File: config.mk
export PLATFORM = sky130hd
export DESIGN_NAME = icache_fill_server
export DESIGN_NICKNAME = d
export VERILOG_FILES = /design/src/rtl/icache_fill_server.sv
export SDC_FILE = /design/constraint.sdc
export NUM_CORES = 1
export LEC_CHECK = 0
export BUFFER_PORTS_ARGS = -buffer_cell sky130_fd_sc_hd__buf_2
export CORE_MARGIN = 1
export CORE_UTILIZATION = 46
export CTS_CLUSTER_SIZE = 24
export DETAILED_ROUTE_END_ITERATION = 6
export GPL_ROUTABILITY_DRIVEN = 0
export HOLD_SLACK_MARGIN = 0.06
export PLACE_DENSITY = 0.74
export REMOVE_ABC_BUFFERS = 1
export SLEW_MARGIN = 10
export SYNTH_ARGS = -nofsm -noshare
export SYNTH_HDL_FRONTEND = slang
export SYNTH_SLANG_ARGS = --single-unit
export TNS_END_PERCENT = 100
File: constraint.sdc
create_clock -name sdram_clk -period 3.9 [get_ports sdram_clk]
set_input_delay 0.39 -clock sdram_clk [delete_from_list [all_inputs] [get_ports sdram_clk]]
set_output_delay 0.39 -clock sdram_clk [all_outputs]
set_load 0.01 [all_outputs]
File: src/rtl/icache_fill_server.sv
// ---------------------------------------------------------------------------
// icache_fill_server
//
// Memory-side responder for the instruction-cache line-fill protocol. A line
// request is split into word reads to the SDRAM controller. At most
// MAX_OUTSTANDING reads are in flight at once. The returned words are
// buffered, and the whole line is then streamed back to the cache as one
// gap-free burst of sdram_ack cycles.
//
// Optional feature macro: ICACHE_FILL_LINEBUF_EN
//   defined   : the buffer keeps the last completed line and its base. A
//               matching request streams straight from the buffer without
//               issuing any reads. line_inval drops the held line.
//   undefined : every request is fetched, and line_inval is ignored.
//
// Ports
//   sdram_clk    sole clock
//   reset        asynchronous active-high reset
//   icache_ren   line-fill request (level), sampled only in IDLE
//   icache_addr  word address of the line; bits [ADDR_W-1:0] are used
//   sdram_in     line word to the cache; holds the last word after a burst
//   sdram_ack    high for exactly LINE_WORDS consecutive cycles per fill
//   mem_req      word read request to the SDRAM controller
//   mem_addr     word address of mem_req
//   mem_ready    controller accepts mem_req this cycle
//   mem_rdata    read data
//   mem_rvalid   read data valid; responses return in request order
//   line_inval   invalidates the held line (feature build only)
//   busy         high in any state other than IDLE
// ---------------------------------------------------------------------------
module icache_fill_server #(
  parameter int LINE_WORDS      = 16,
  parameter int ADDR_W          = 21,
  parameter int MAX_OUTSTANDING = 4
) (
  input  logic              sdram_clk,
  input  logic              reset,
  input  logic              icache_ren,
  input  logic [31:0]       icache_addr,
  output logic [31:0]       sdram_in,
  output logic              sdram_ack,
  output logic              mem_req,
  output logic [ADDR_W-1:0] mem_addr,
  input  logic              mem_ready,
  input  logic [31:0]       mem_rdata,
  input  logic              mem_rvalid,
  input  logic              line_inval,
  output logic              busy
);

  localparam int CW = $clog2(LINE_WORDS) + 1;
  localparam int IW = (LINE_WORDS > 1) ? $clog2(LINE_WORDS) : 1;

  typedef enum logic [1:0] {IDLE, FETCH, STREAM, GAP} state_t;

  state_t            state_q, state_d;
  logic [CW-1:0]     issue_cnt_q, issue_cnt_d;
  logic [CW-1:0]     recv_cnt_q, recv_cnt_d;
  logic [CW-1:0]     out_cnt_q, out_cnt_d;
  logic [ADDR_W-1:0] base_q, base_d;
  logic [ADDR_W-1:0] mem_addr_q, mem_addr_d;
  logic              mem_req_q, mem_req_d;
  logic              sdram_ack_q, sdram_ack_d;
  logic              busy_q, busy_d;
  logic [31:0]       sdram_in_q, sdram_in_d;

  logic [31:0]       line_buf [LINE_WORDS];
  logic [ADDR_W-1:0] req_base;
  logic              accept;
  logic              capture;
  logic              hit;
  logic [31:0]       first_word;
  logic              unused_bits;

  assign req_base = icache_addr[ADDR_W-1:0] & ~ADDR_W'(LINE_WORDS - 1);

  // mem_req is only ever high in FETCH. A response counts only while a
  // read is actually outstanding, so stray data is dropped.
  assign accept  = mem_req_q & mem_ready;
  assign capture = (state_q == FETCH) && mem_rvalid && (issue_cnt_q != recv_cnt_q);

`ifdef ICACHE_FILL_LINEBUF_EN
  logic valid_q, valid_d;
  assign hit         = valid_q && (base_q == req_base);
  assign unused_bits = ^icache_addr[31:ADDR_W];
`else
  assign hit         = 1'b0;
  assign unused_bits = ^{icache_addr[31:ADDR_W], line_inval};
`endif

  always_comb begin
    state_d     = state_q;
    issue_cnt_d = issue_cnt_q;
    recv_cnt_d  = recv_cnt_q;
    out_cnt_d   = out_cnt_q;
    base_d      = base_q;
    mem_addr_d  = mem_addr_q;
    mem_req_d   = 1'b0;
    sdram_ack_d = 1'b0;
    sdram_in_d  = sdram_in_q;
`ifdef ICACHE_FILL_LINEBUF_EN
    valid_d     = valid_q;
`endif
    // Word 0 bypasses the buffer when it is being written on this same edge.
    // This only happens for single-word lines.
    first_word  = (capture && recv_cnt_q[IW-1:0] == '0) ? mem_rdata : line_buf[0];

    case (state_q)
      IDLE: begin
        if (icache_ren) begin
          base_d = req_base;
          if (hit) begin
            state_d     = STREAM;
            sdram_ack_d = 1'b1;
            sdram_in_d  = line_buf[0];
            out_cnt_d   = CW'(1);
          end else begin
            state_d     = FETCH;
            issue_cnt_d = '0;
            recv_cnt_d  = '0;
            mem_req_d   = 1'b1;
            mem_addr_d  = req_base;
`ifdef ICACHE_FILL_LINEBUF_EN
            valid_d     = 1'b0;  // the buffer is about to be overwritten
`endif
          end
        end
      end

      FETCH: begin
        issue_cnt_d = issue_cnt_q + CW'(accept);
        recv_cnt_d  = recv_cnt_q + CW'(capture);
        if (recv_cnt_d == CW'(LINE_WORDS)) begin
          // Start the burst on the same edge that captures the last word.
          state_d     = STREAM;
          sdram_ack_d = 1'b1;
          sdram_in_d  = first_word;
          out_cnt_d   = CW'(1);
`ifdef ICACHE_FILL_LINEBUF_EN
          valid_d     = 1'b1;
`endif
        end else begin
          // The next-cycle request is computed from the post-edge counts.
          // This lets accepted requests run back to back without a bubble.
          mem_req_d = (issue_cnt_d < CW'(LINE_WORDS)) &&
                      ((issue_cnt_d - recv_cnt_d) < CW'(MAX_OUTSTANDING));
          if (mem_req_d) begin
            mem_addr_d = base_q + ADDR_W'(issue_cnt_d);
          end
        end
      end

      STREAM: begin
        if (out_cnt_q == CW'(LINE_WORDS)) begin
          state_d = GAP;  // sdram_in keeps the last word
        end else begin
          sdram_ack_d = 1'b1;
          sdram_in_d  = line_buf[out_cnt_q[IW-1:0]];
          out_cnt_d   = out_cnt_q + CW'(1);
        end
      end

      GAP: begin
        if (!icache_ren) begin
          state_d = IDLE;
        end
      end

      default: state_d = IDLE;
    endcase

`ifdef ICACHE_FILL_LINEBUF_EN
    if (line_inval) begin
      valid_d = 1'b0;  // wins over a fill completing on the same edge
    end
`endif
    busy_d = (state_d != IDLE);
  end

  always_ff @(posedge sdram_clk or posedge reset) begin
    if (reset) begin
      state_q     <= IDLE;
      issue_cnt_q <= '0;
      recv_cnt_q  <= '0;
      out_cnt_q   <= '0;
      base_q      <= '0;
      mem_addr_q  <= '0;
      mem_req_q   <= 1'b0;
      sdram_ack_q <= 1'b0;
      busy_q      <= 1'b0;
      sdram_in_q  <= '0;
`ifdef ICACHE_FILL_LINEBUF_EN
      valid_q     <= 1'b0;
`endif
    end else begin
      state_q     <= state_d;
      issue_cnt_q <= issue_cnt_d;
      recv_cnt_q  <= recv_cnt_d;
      out_cnt_q   <= out_cnt_d;
      base_q      <= base_d;
      mem_addr_q  <= mem_addr_d;
      mem_req_q   <= mem_req_d;
      sdram_ack_q <= sdram_ack_d;
      busy_q      <= busy_d;
      sdram_in_q  <= sdram_in_d;
`ifdef ICACHE_FILL_LINEBUF_EN
      valid_q     <= valid_d;
`endif
    end
  end

  // Line storage has no reset. Its contents only matter once a fill has
  // written them.
  always_ff @(posedge sdram_clk) begin
    if (capture) begin
      line_buf[recv_cnt_q[IW-1:0]] <= mem_rdata;
    end
  end

  assign sdram_in  = sdram_in_q;
  assign sdram_ack = sdram_ack_q;
  assign mem_req   = mem_req_q;
  assign mem_addr  = mem_addr_q;
  assign busy      = busy_q;

endmodule

==> summary.txt, run 1 <==
Initial antenna violation count - 3
Final wirelength - 53000 um
Design Power - 16.5 mW
Most used cell, CP - ha_1
# nets final - 1502
Core area - 52600 um2
CP Max Fanout - 15
Static leakage - 9.56 nW
Die ar. - 54100 um2
# rows - 84
Worst vdd ir - 415 uV
Power per cell area - 583 nW/um2
WP buf/inv - 1
Sequential-to-total area share from yosys stat - 72.1%
Worst Path Arrival - 4.25 ns
Hold EP - line_buf[13][8]$_DFFE_PP_
Synth top area share - 62.9%
Longest Clk Path Bufs - 3
First drt pass iteration count - 5
# setup viols final - 0
Worst R2R Start - issue_cnt_q[0]$_DFFE_PP0P_
Vias in the first global route - 12900
Die height - 233 um
GRT Overall Usage - 20.0%
Dpl hpwl - 28600 um
CTS root buffer - clkbuf_16
Fill cell count - 4004
Post-Syn Area per Cell - 19.7 um2
Fin crit period - 3.75 ns
Final Hold Vio Count - 0
Residual DRC - 0
Cell taking the most area after synthesis - edfxtp_1
H-Tree Depth - 2
Share of post-route cells with drive strength above 1 - 34.8%
Top FF cell, synth - edfxtp_1
Antenna Cells - 0
RSZ-0062 raised after global routing - no
Ys Warns - 0
Number of enable flip-flop cells after synthesis - 512
Mapped Area - 24400 um2
Setup ws final - 0.148 ns
Multi-input gate area - 6600 um2
Slowest cell on crit path - o31a_4
Setup repair bufs after CTS - 0
Hold Startpoint - mem_rdata[8]
CTS sink cnt - 602
WP depth - 14
Skew final - 0.0285 ns
First-pass GRT wire length - 79700 um
Input/output buffers - 109
Crit path kind - reg2reg
Via count - 12500
Hold path depth - 1
Starting Density - 46.5%
Worst setup EP type - flop
Async SR Flop Fraction - 15.0%
Cell Chain, Critical Path - xor2_1, nor4_2, a21oi_1, ha_1, ha_1, xor2_1, inv_1, ha_1, a21o_1, a211oi_1, a21oi_1, and2_2, o31a_4, mux2_4
Register area - 17600 um2
I/O pin count - 126
Min-delay worst type - in2reg
Top Family by Delay on Critical Path - compound AO/OA/AOI/OAI gates
Cell count after synthesis - 1242
CTS tree - yes
Post-Place Setup Slack - 0.0749 ns
Worst R2R Path Depth - 14
Clk Latency, worst-skew pair - 0.64 ns
Max-slew violation total from the final report - 0
Hold_ws - 0.137 ns
Synthesis-stage register bit count - 602
Wirelength per Cell - 24.6 um
Distinct cell type count after synthesis - 50
Register-to-register setup slack - 0.15 ns
Post-DRT Antenna Nets - 0
Slowest cell delay on critical path - 0.46 ns
Area delta synth->final - 16.0%
Run status - completed
Relative slew slack - 43.0%
Num CTS Buffers - 59
Critical path data required time - 4.40 ns
Max Clk Rate - 266 MHz
Reg clk slew, reported paths - 0.07 ns
Via/cell ratio - 5.81
Synth area leaders - edfxtp_1 63%, mux4_2 15%, dfrtp_1 9.2%
Largest net degree at the start of global routing - 57
Final period util - 96.2%
Gr ovfl total - 0
Critical path launch point type - flop
DRT iter0 DRCs - 1469
Worst-Margin Slew - 0.855 ns
Width of the die - 233 um
FF-to-FF End - mem_addr[17]$_DFFE_PP0P_
Max Cap Viol - 0
[sequential cells by signal, summed over array words and instances, names as in the netlist, 2 cells and up]
name         flops
recv_cnt_q       5
base_q          17
mem_addr        21
issue_cnt_q      5
sdram_in        32
state_q          2
out_cnt_q        5
line_buf       512
[kinds of logic after synthesis]
group	synth area share, %
adders and majority gates	0.819
and+or+nand+nor	2.93
DFF	72.1
AOI/OAI and AO/OA	2.36
buffers and inverters	1.46
xor gates and xnor gates	1.07
muxes	19.2
[layout by cell type, fill, tap and decap left out, types with 16 or more instances in the layout]
master,Yosys,routed
mux2i_1,33,33
nand2_1,64,64
clkbuf_16,0,59
nor2_1,36,24
dlygate4sd3_1,0,18
a21oi_1,25,25
dfrtp_1,90,86
o21ai_0,43,43
mux4_2,160,160
inv_1,17,16
xor2_1,18,18
edfxtp_1,512,512
mux2_2,55,55
buf_2,12,109
buf_4,3,46
[cell usage after synthesis, types with 3 or more instances]
master,instances
a211oi_1,3
a21oi_1,25
and3_1,3
and4_1,3
buf_1,14
buf_2,12
buf_4,3
clkbuf_1,36
dfrtp_1,90
edfxtp_1,512
ha_1,16
inv_1,17
mux2_2,55
mux2_4,10
mux2i_1,33
mux4_2,160
nand2_1,64
nand2b_1,4
nand3_1,16
nand4_1,3
nor2_1,36
nor3_1,7
nor4_1,3
o211ai_1,3
o21ai_0,43
o311ai_0,4
o31ai_1,4
or3_1,7
xnor2_1,10
xor2_1,18
[worst max path at each step]
| stage | slack [ns] | endpoint | from |
|---|---|---|---|
| 3_5_place_dp | 0.07 | mem_addr[3]$_DFFE_PP0P_ | issue_cnt_q[3]$_DFFE_PP0P_ |
| 3_3_place_gp | 0.12 | mem_addr[17]$_DFFE_PP0P_ | issue_cnt_q[3]$_DFFE_PP0P_ |
| 6_report | 0.15 | mem_addr[17]$_DFFE_PP0P_ | issue_cnt_q[0]$_DFFE_PP0P_ |
| 2_1_floorplan | -3.48 | out_cnt_q[3]$_DFFE_PP0P_ | out_cnt_q[0]$_DFFE_PP0P_ |
| 5_1_grt | 0.03 | mem_addr[6]$_DFFE_PP0P_ | issue_cnt_q[0]$_DFFE_PP0P_ |
| 4_1_cts | 0.03 | mem_addr[3]$_DFFE_PP0P_ | issue_cnt_q[3]$_DFFE_PP0P_ |
[layout make-up]
cell class / count / share of cell area [%]
clock buffers: 67 / 5.46
flip-flops and latches: 602 / 62.2
clock inverters: 44 / 1.52
well taps: 688 / 3.04
inverters: 17 / 0.234
repair buffers: 180 / 4.27
multi-input cells: 556 / 23.3
[power by group]
group | internal (mW) | switching (mW) | total (mW)
clock network | 3.32 | 2.45 | 5.76
logic | 1.42 | 1.56 | 2.98
registers | 7.49 | 0.285 | 7.78
[repair_timing]
action,CTS,global route
hold buffers,18,0
gates resized for setup,0,3
endpoints found under the setup margin,0,22
hold endpoints to repair,64,0
[through the flow]
step                      instances  TNS (ns)  area [um2]  utilization (%)
after floorplan                1175   -238.69       24100                -
after global placement         2025         0       26200             49.8
after detailed placement       2025         0       26200             49.8
after CTS                      2154         0       28300             53.9
after global routing           2154         0       28300             53.9
final                          2154         0       28300             53.9
[routing by layer]
metal | vias to the layer above | part of all wire [%] | wire, um | global-route usage, %
met5 | - | 0.070 | 37 | 0
met4 | 6 | 2.3 | 1240 | 5.86
met3 | 100 | 7.6 | 4040 | 4.25
met2 | 484 | 48 | 25400 | 31.7
met1 | 6541 | 42 | 22300 | 28.0
li1 | 5383 | - | - | -
Note: power is estimated with default switching activity, not from simulation.
==> inputs of run 2 (changes only) <==
--- a/config.mk
+++ b/config.mk
@@ -6,7 +6,7 @@
 export NUM_CORES = 1
 export LEC_CHECK = 0
 export BUFFER_PORTS_ARGS = -buffer_cell sky130_fd_sc_hd__buf_2
-export CORE_MARGIN = 1
+export CORE_ASPECT_RATIO = 1.4
 export CORE_UTILIZATION = 46
 export CTS_CLUSTER_SIZE = 24
 export DETAILED_ROUTE_END_ITERATION = 6
==> run 2 against run 1 <==
  * Sequential cell count did not move
  * Via count fell by 0.44%
  * Clock power fell by 7.3%
  * Non-clock buffer count fell by 6
  * Largest power group unchanged
==> summary.txt, run 2 (synthesis results as in run 1) <==
Max-slew violation total from the final report - 0
Final period util - 94.9%
Internal power - 12.0 mW
RSZ-0062 raised after global routing - no
Met3 Use GR - 3.37%
Critical path data required time - 4.37 ns
Power per cell area - 575 nW/um2
Residual DRC - 0
Initial antenna violation count - 8
Wirelength per Cell - 24.3 um
Num CTS Buffers - 53
Hold_ws - 0.0143 ns
Final wirelength - 52500 um
Worst-Margin Slew - 0.973 ns
CTS tree - yes
I/O pin count - 126
CTS sink cnt - 602
Multi-input gate area - 6660 um2
Register area - 17600 um2
Worst Path Arrival - 4.18 ns
GR peak layer - met2
Final Hold Vio Count - 0
Vias in the first global route - 12800
Worst setup EP type - flop
DRT iter0 DRCs - 1142
CTS root buffer - clkbuf_16
Core area - 52300 um2
Max Cap Viol - 0
Met1 Use GR - 26.2%
Input/output buffers - 109
Crit path kind - reg2reg
Sw Share - 26.2%
H-Tree Depth - 2
Relative slew slack - 35.1%
GRT Overall Usage - 19.7%
Reg clk slew, reported paths - 0.07 ns
Post-DRT Antenna Nets - 0
Die ar. - 54100 um2
Largest net degree at the start of global routing - 71
Starting Density - 46.8%
Via/cell ratio - 5.77
Longest Clk Path Bufs - 3
CP Max Fanout - 7
First drt pass iteration count - 6
Area delta synth->final - 15.5%
Clk Latency, worst-skew pair - 0.59 ns
# nets final - 1491
Clock share of power - 32.9%
Share of post-route cells with drive strength above 1 - 34.5%
Post-route setup TNS - 0 ns
Max FFs per register - 512
First-pass GRT wire length - 79000 um
Run status - completed
Most common cell after layout, fill and taps aside - edfxtp_1
# setup viols final - 0
Skew final - 0.0182 ns
Max Clk Rate - 270 MHz
Sequential group share of total power - 47.9%
Fin crit period - 3.70 ns
Width of the die - 197 um
Gr ovfl total - 0
Gate power share - 19.2%
Dpl hpwl - 27700 um
Min-delay worst type - in2async
Fill cell count - 3950
Die height - 275 um
Most frequent cells in the layout - 512 x edfxtp_1, 160 x mux4_2, 109 x buf_2, 86 x dfrtp_1, 64 x nand2_1
Via count - 12500
Post-Place Setup Slack - 0.0339 ns
Grt met2 use - 33.4%
Critical path launch point type - flop
# rows - 99
Worst vdd ir - 345 uV
Psw - 4.25 mW
Setup ws final - 0.198 ns
Static leakage - 9.43 nW
run 2: cell count changes in the layout (fill, tap and decap cells not counted), sizes merged:
cell / change
buf: -5
bufinv: -1
clkbuf: +5
clkinv: -17
clkinvlp: -1
diode: +3
dlygate4sd3: -1
inv: +1
o31a: +1
run 2: path summary, 6_finish.rpt:
kind                                       startpoint                          to  slack, ns  cells past startpoint
setup / recovery           issue_cnt_q[0]$_DFFE_PP0P_     mem_addr[3]$_DFFE_PP0P_       0.20                     15
setup reg to reg           issue_cnt_q[0]$_DFFE_PP0P_     mem_addr[3]$_DFFE_PP0P_       0.20                     15
hold reg to reg              sdram_in[22]$_DFFE_PP0P_    sdram_in[22]$_DFFE_PP0P_       0.50                      1
min in group sdram_clk                  mem_rdata[10]  line_buf[13][10]$_DFFE_PP_       0.18                      1
max in group asynchronous                       reset  issue_cnt_q[3]$_DFFE_PP0P_       2.87                      3
hold / removal                                  reset     mem_addr[8]$_DFFE_PP0P_       0.01                      2
run 2: timing repair:
item,4_1_cts,5_1_grt
gates resized for setup,0,11
setup endpoints to repair,0,22
hold buffers,17,0
endpoints found under the hold margin,17,0
buffers inserted,0,2
run 2: layout make-up:
cell class,count,area share (%)
Inverter,17,0.235
Sequential cell,602,62.5
Clock inverter,26,1.18
Timing Repair Buffer,174,4.21
Multi-Input combinational cell,557,23.6
Tap cell,707,3.13
Antenna cell,3,0.0266
Clock buffer,72,5.13
run 2: metal layers:
| layer | up-vias | wire [um] | part of all wire (%) |
|---|---|---|---|
| met5 | - | 75 | 0.14 |
| met4 | 12 | 1190 | 2.3 |
| met3 | 82 | 3920 | 7.5 |
| met2 | 508 | 27100 | 52 |
| met1 | 6502 | 20200 | 39 |
| li1 | 5355 | - | - |
run 2: through the flow:
| step | instance area (um2) | instances | power (mW) | utilization (%) |
|---|---|---|---|---|
| finish | 28200 | 2158 | 16.2 | 54.0 |
| global route | 28200 | 2157 | 16.9 | 54.0 |
| CTS | 28100 | 2152 | 16.2 | 53.8 |
| detailed placement | 26200 | 2037 | 10.8 | 50.1 |
| global placement | 26200 | 2037 | 10.7 | 50.1 |
| floorplan | 24100 | 1175 | 9.83 | - |
run 2: power groups by stage:
stage	Combinational [mW]	Clock [mW]	Sequential, mW
5_1_grt	3.37	5.67	7.83
3_5_place_dp	2.93	0	7.91
3_3_place_gp	2.84	0	7.87
4_1_cts	2.97	5.41	7.78
2_1_floorplan	1.83	0	8.01
6_report	3.11	5.34	7.78
run 2: worst max-delay path: stages (launching register included):
cell      delay (ns)
dfrtp_1         0.41
xor2_1          0.18
nor4_2          0.39
a21oi_2         0.11
buf_4           0.16
ha_1            0.17
nand3_1         0.09
xnor2_1         0.19
inv_1           0.11
ha_2            0.40
inv_1           0.10
o31ai_4         0.28
xor2_2          0.16
buf_4           0.21
or3_4           0.37
o311ai_1        0.29
==> inputs of run 3 (changes only) <==
--- a/config.mk
+++ b/config.mk
@@ -5,14 +5,14 @@
 export SDC_FILE = /design/constraint.sdc
 export NUM_CORES = 1
 export LEC_CHECK = 0
-export BUFFER_PORTS_ARGS = -buffer_cell sky130_fd_sc_hd__buf_2
 export CORE_ASPECT_RATIO = 1.4
 export CORE_UTILIZATION = 46
 export CTS_CLUSTER_SIZE = 24
 export DETAILED_ROUTE_END_ITERATION = 6
+export DONT_BUFFER_PORTS = 1
 export GPL_ROUTABILITY_DRIVEN = 0
 export HOLD_SLACK_MARGIN = 0.06
-export PLACE_DENSITY = 0.74
+export PLACE_DENSITY_LB_ADDON = 0.2
 export REMOVE_ABC_BUFFERS = 1
 export SLEW_MARGIN = 10
 export SYNTH_ARGS = -nofsm -noshare
==> run 3 against run 2 <==
  * Worst hold slack better by 0.088 ns
  * Combinational power is 19% lower
  * Sequential share of layout area is 0.39 points higher
  * Non-clock buffer count is 66 lower
  * Clock skew is 0.00098 ns lower
  * Sequential power is 2% higher
  * Count of clock-buffer cells in the layout is 10 higher
  * Global-route usage is 0.36 points higher
  * Die area stayed put
  * Routed wire length is 0.35% higher
  * Register-to-register slack better by 0.06 ns
  * Utilization is 0.34 points lower
==> summary.txt, run 3 (synthesis results as in run 1) <==
H-Tree Depth - 2
Via count - 12000
Hold_ws - 0.103 ns
Critical path launch point type - flop
Fill cell count - 4100
Max Cap Viol - 0
# rows - 99
Placed insts - 1939
Post-route insts no fill - 2095
Die height - 275 um
CP Max Fanout - 15
Grt met2 use - 33.9%
Static leakage - 9.20 nW
Placement Cell Area - 25600 um2
Vias in the first global route - 12700
GRT Overall Usage - 20.1%
CTS tree - yes
Post-route setup TNS - 0 ns
Num CTS Buffers - 55
CTS sink cnt - 602
Worst R2R Start - issue_cnt_q[0]$_DFFE_PP0P_
Most common cell after layout, fill and taps aside - edfxtp_1
I/O pin count - 126
Top Family by Delay on Critical Path - compound AO/OA/AOI/OAI gates
Final instance area - 28000 um2
Worst R2R Path Depth - 14
# nets final - 1426
Die ar. - 54100 um2
Crit path kind - reg2reg
Reg clk slew, reported paths - 0.06 ns
Slowest cell on crit path - o31a_4
Design Power - 16.0 mW
Longest Clk Path Bufs - 3
Largest net degree at the start of global routing - 64
Run status - completed
Hold path depth - 3
Post-DRT Antenna Nets - 0
Residual DRC - 0
FF-to-FF End - mem_addr[6]$_DFFE_PP0P_
Worst Path Arrival - 4.10 ns
Most frequent cells in the layout - 512 x edfxtp_1, 160 x mux4_2, 86 x dfrtp_1, 64 x nand2_1, 57 x clkbuf_16
Register-to-register setup slack - 0.26 ns
Max Clk Rate - 275 MHz
CP Launch Point - issue_cnt_q[0]$_DFFE_PP0P_
Initial antenna violation count - 1
Hold Startpoint - icache_addr[14]
GR peak layer - met2
Starting Density - 46.8%
Met1 Use GR - 26.9%
Clk Latency, worst-skew pair - 0.59 ns
Gr ovfl total - 0
DRT iter0 DRCs - 934
# setup viols final - 0
Worst vdd ir - 378 uV
Area delta synth->final - 14.7%
Final wirelength - 52700 um
Relative slew slack - 32.2%
Wirelength per Cell - 25.1 um
First drt pass iteration count - 5
First-pass GRT wire length - 79700 um
Final period util - 93.3%
Fin crit period - 3.64 ns
Max FFs per register - 512
Share of post-route cells with drive strength above 1 - 28.6%
Cell Chain, Critical Path - xor2_1, nor4_2, a21oi_2, ha_1, ha_1, xor2_1, inv_1, ha_4, a21o_1, a211oi_1, a21oi_1, and2_2, o31a_4, mux2_4
Core area - 52300 um2
Worst setup EP type - flop
CTS root buffer - clkbuf_16
Power per cell area - 570 nW/um2
Hold EP - mem_addr[14]$_DFFE_PP0P_
Slowest cell delay on critical path - 0.46 ns
Skew final - 0.0172 ns
Via/cell ratio - 5.73
RSZ-0062 raised after global routing - no
Final Hold Vio Count - 0
Width of the die - 197 um
Worst-Margin Slew - 1.02 ns
Max-slew violation total from the final report - 0
Input/output buffers - 0
Met3 Use GR - 3.60%
Dpl hpwl - 28300 um
Critical path data required time - 4.36 ns
Min-delay worst type - in2reg
WP buf/inv - 1
run 3: cell types whose count changed in the layout (fill, tap and decap cells not counted), sizes merged:
cell         change
buf             -99
bufinv           -1
clkbuf          +10
clkinv           -4
diode            -2
dlygate4sd3     +33
inv              +1
o31a             -1
run 3: cell type report:
| cell class | count | area (um2) | area share (%) |
|---|---|---|---|
| Clock buffer | 82 | 1610 | 5.74 |
| Tap cell | 707 | 885 | 3.15 |
| Sequential cell | 602 | 17600 | 62.9 |
| Inverter | 17 | 66.3 | 0.236 |
| Antenna cell | 1 | 2.50 | 0.00892 |
| Multi-Input combinational cell | 556 | 6600 | 23.5 |
| Timing Repair Buffer | 108 | 986 | 3.52 |
| Clock inverter | 22 | 254 | 0.906 |
run 3: through the flow:
| stage | util (%) | worst slack (ns) |
|---|---|---|
| 3_3_place_gp | 49.1 | 0.110 |
| 6_report | 53.7 | 0.260 |
| 2_1_floorplan | - | -3.48 |
| 3_5_place_dp | 49.1 | 0.0389 |
| 5_1_grt | 53.7 | 0.0488 |
| 4_1_cts | 53.6 | 0.0820 |
run 3: worst min-delay path, stage by stage:
cell,delay (ns)
nor2_1,0.02
a21oi_1,0.10
mux2_2,0.15
run 3: how the worst max path moves through the flow:
stage / to / cells past startpoint
detailed placement: mem_addr[3]$_DFFE_PP0P_ / 14
global placement: mem_addr[10]$_DFFE_PP0P_ / 14
CTS: mem_addr[3]$_DFFE_PP0P_ / 14
floorplan: out_cnt_q[3]$_DFFE_PP0P_ / 7
global route: mem_addr[4]$_DFFE_PP0P_ / 15
finish: mem_addr[6]$_DFFE_PP0P_ / 14
run 3: timing repair:
item,CTS,global route
setup buffers,0,1
resized for setup,1,3
hold buffers,50,0
setup endpoints to repair,1,22
pin swaps,0,1
hold endpoints to repair,593,0
run 3: power breakdown:
part	switching (mW)	internal, mW
combinational	1.27	1.25
clock	2.31	3.19
sequential	0.476	7.49
run 3: routing by layer:
layer | share of wire, % | vias up
li1 | - | 5223
met4 | 2.3 | 0
met5 | 0 | -
met3 | 6.3 | 77
met2 | 50 | 341
met1 | 41 | 6360
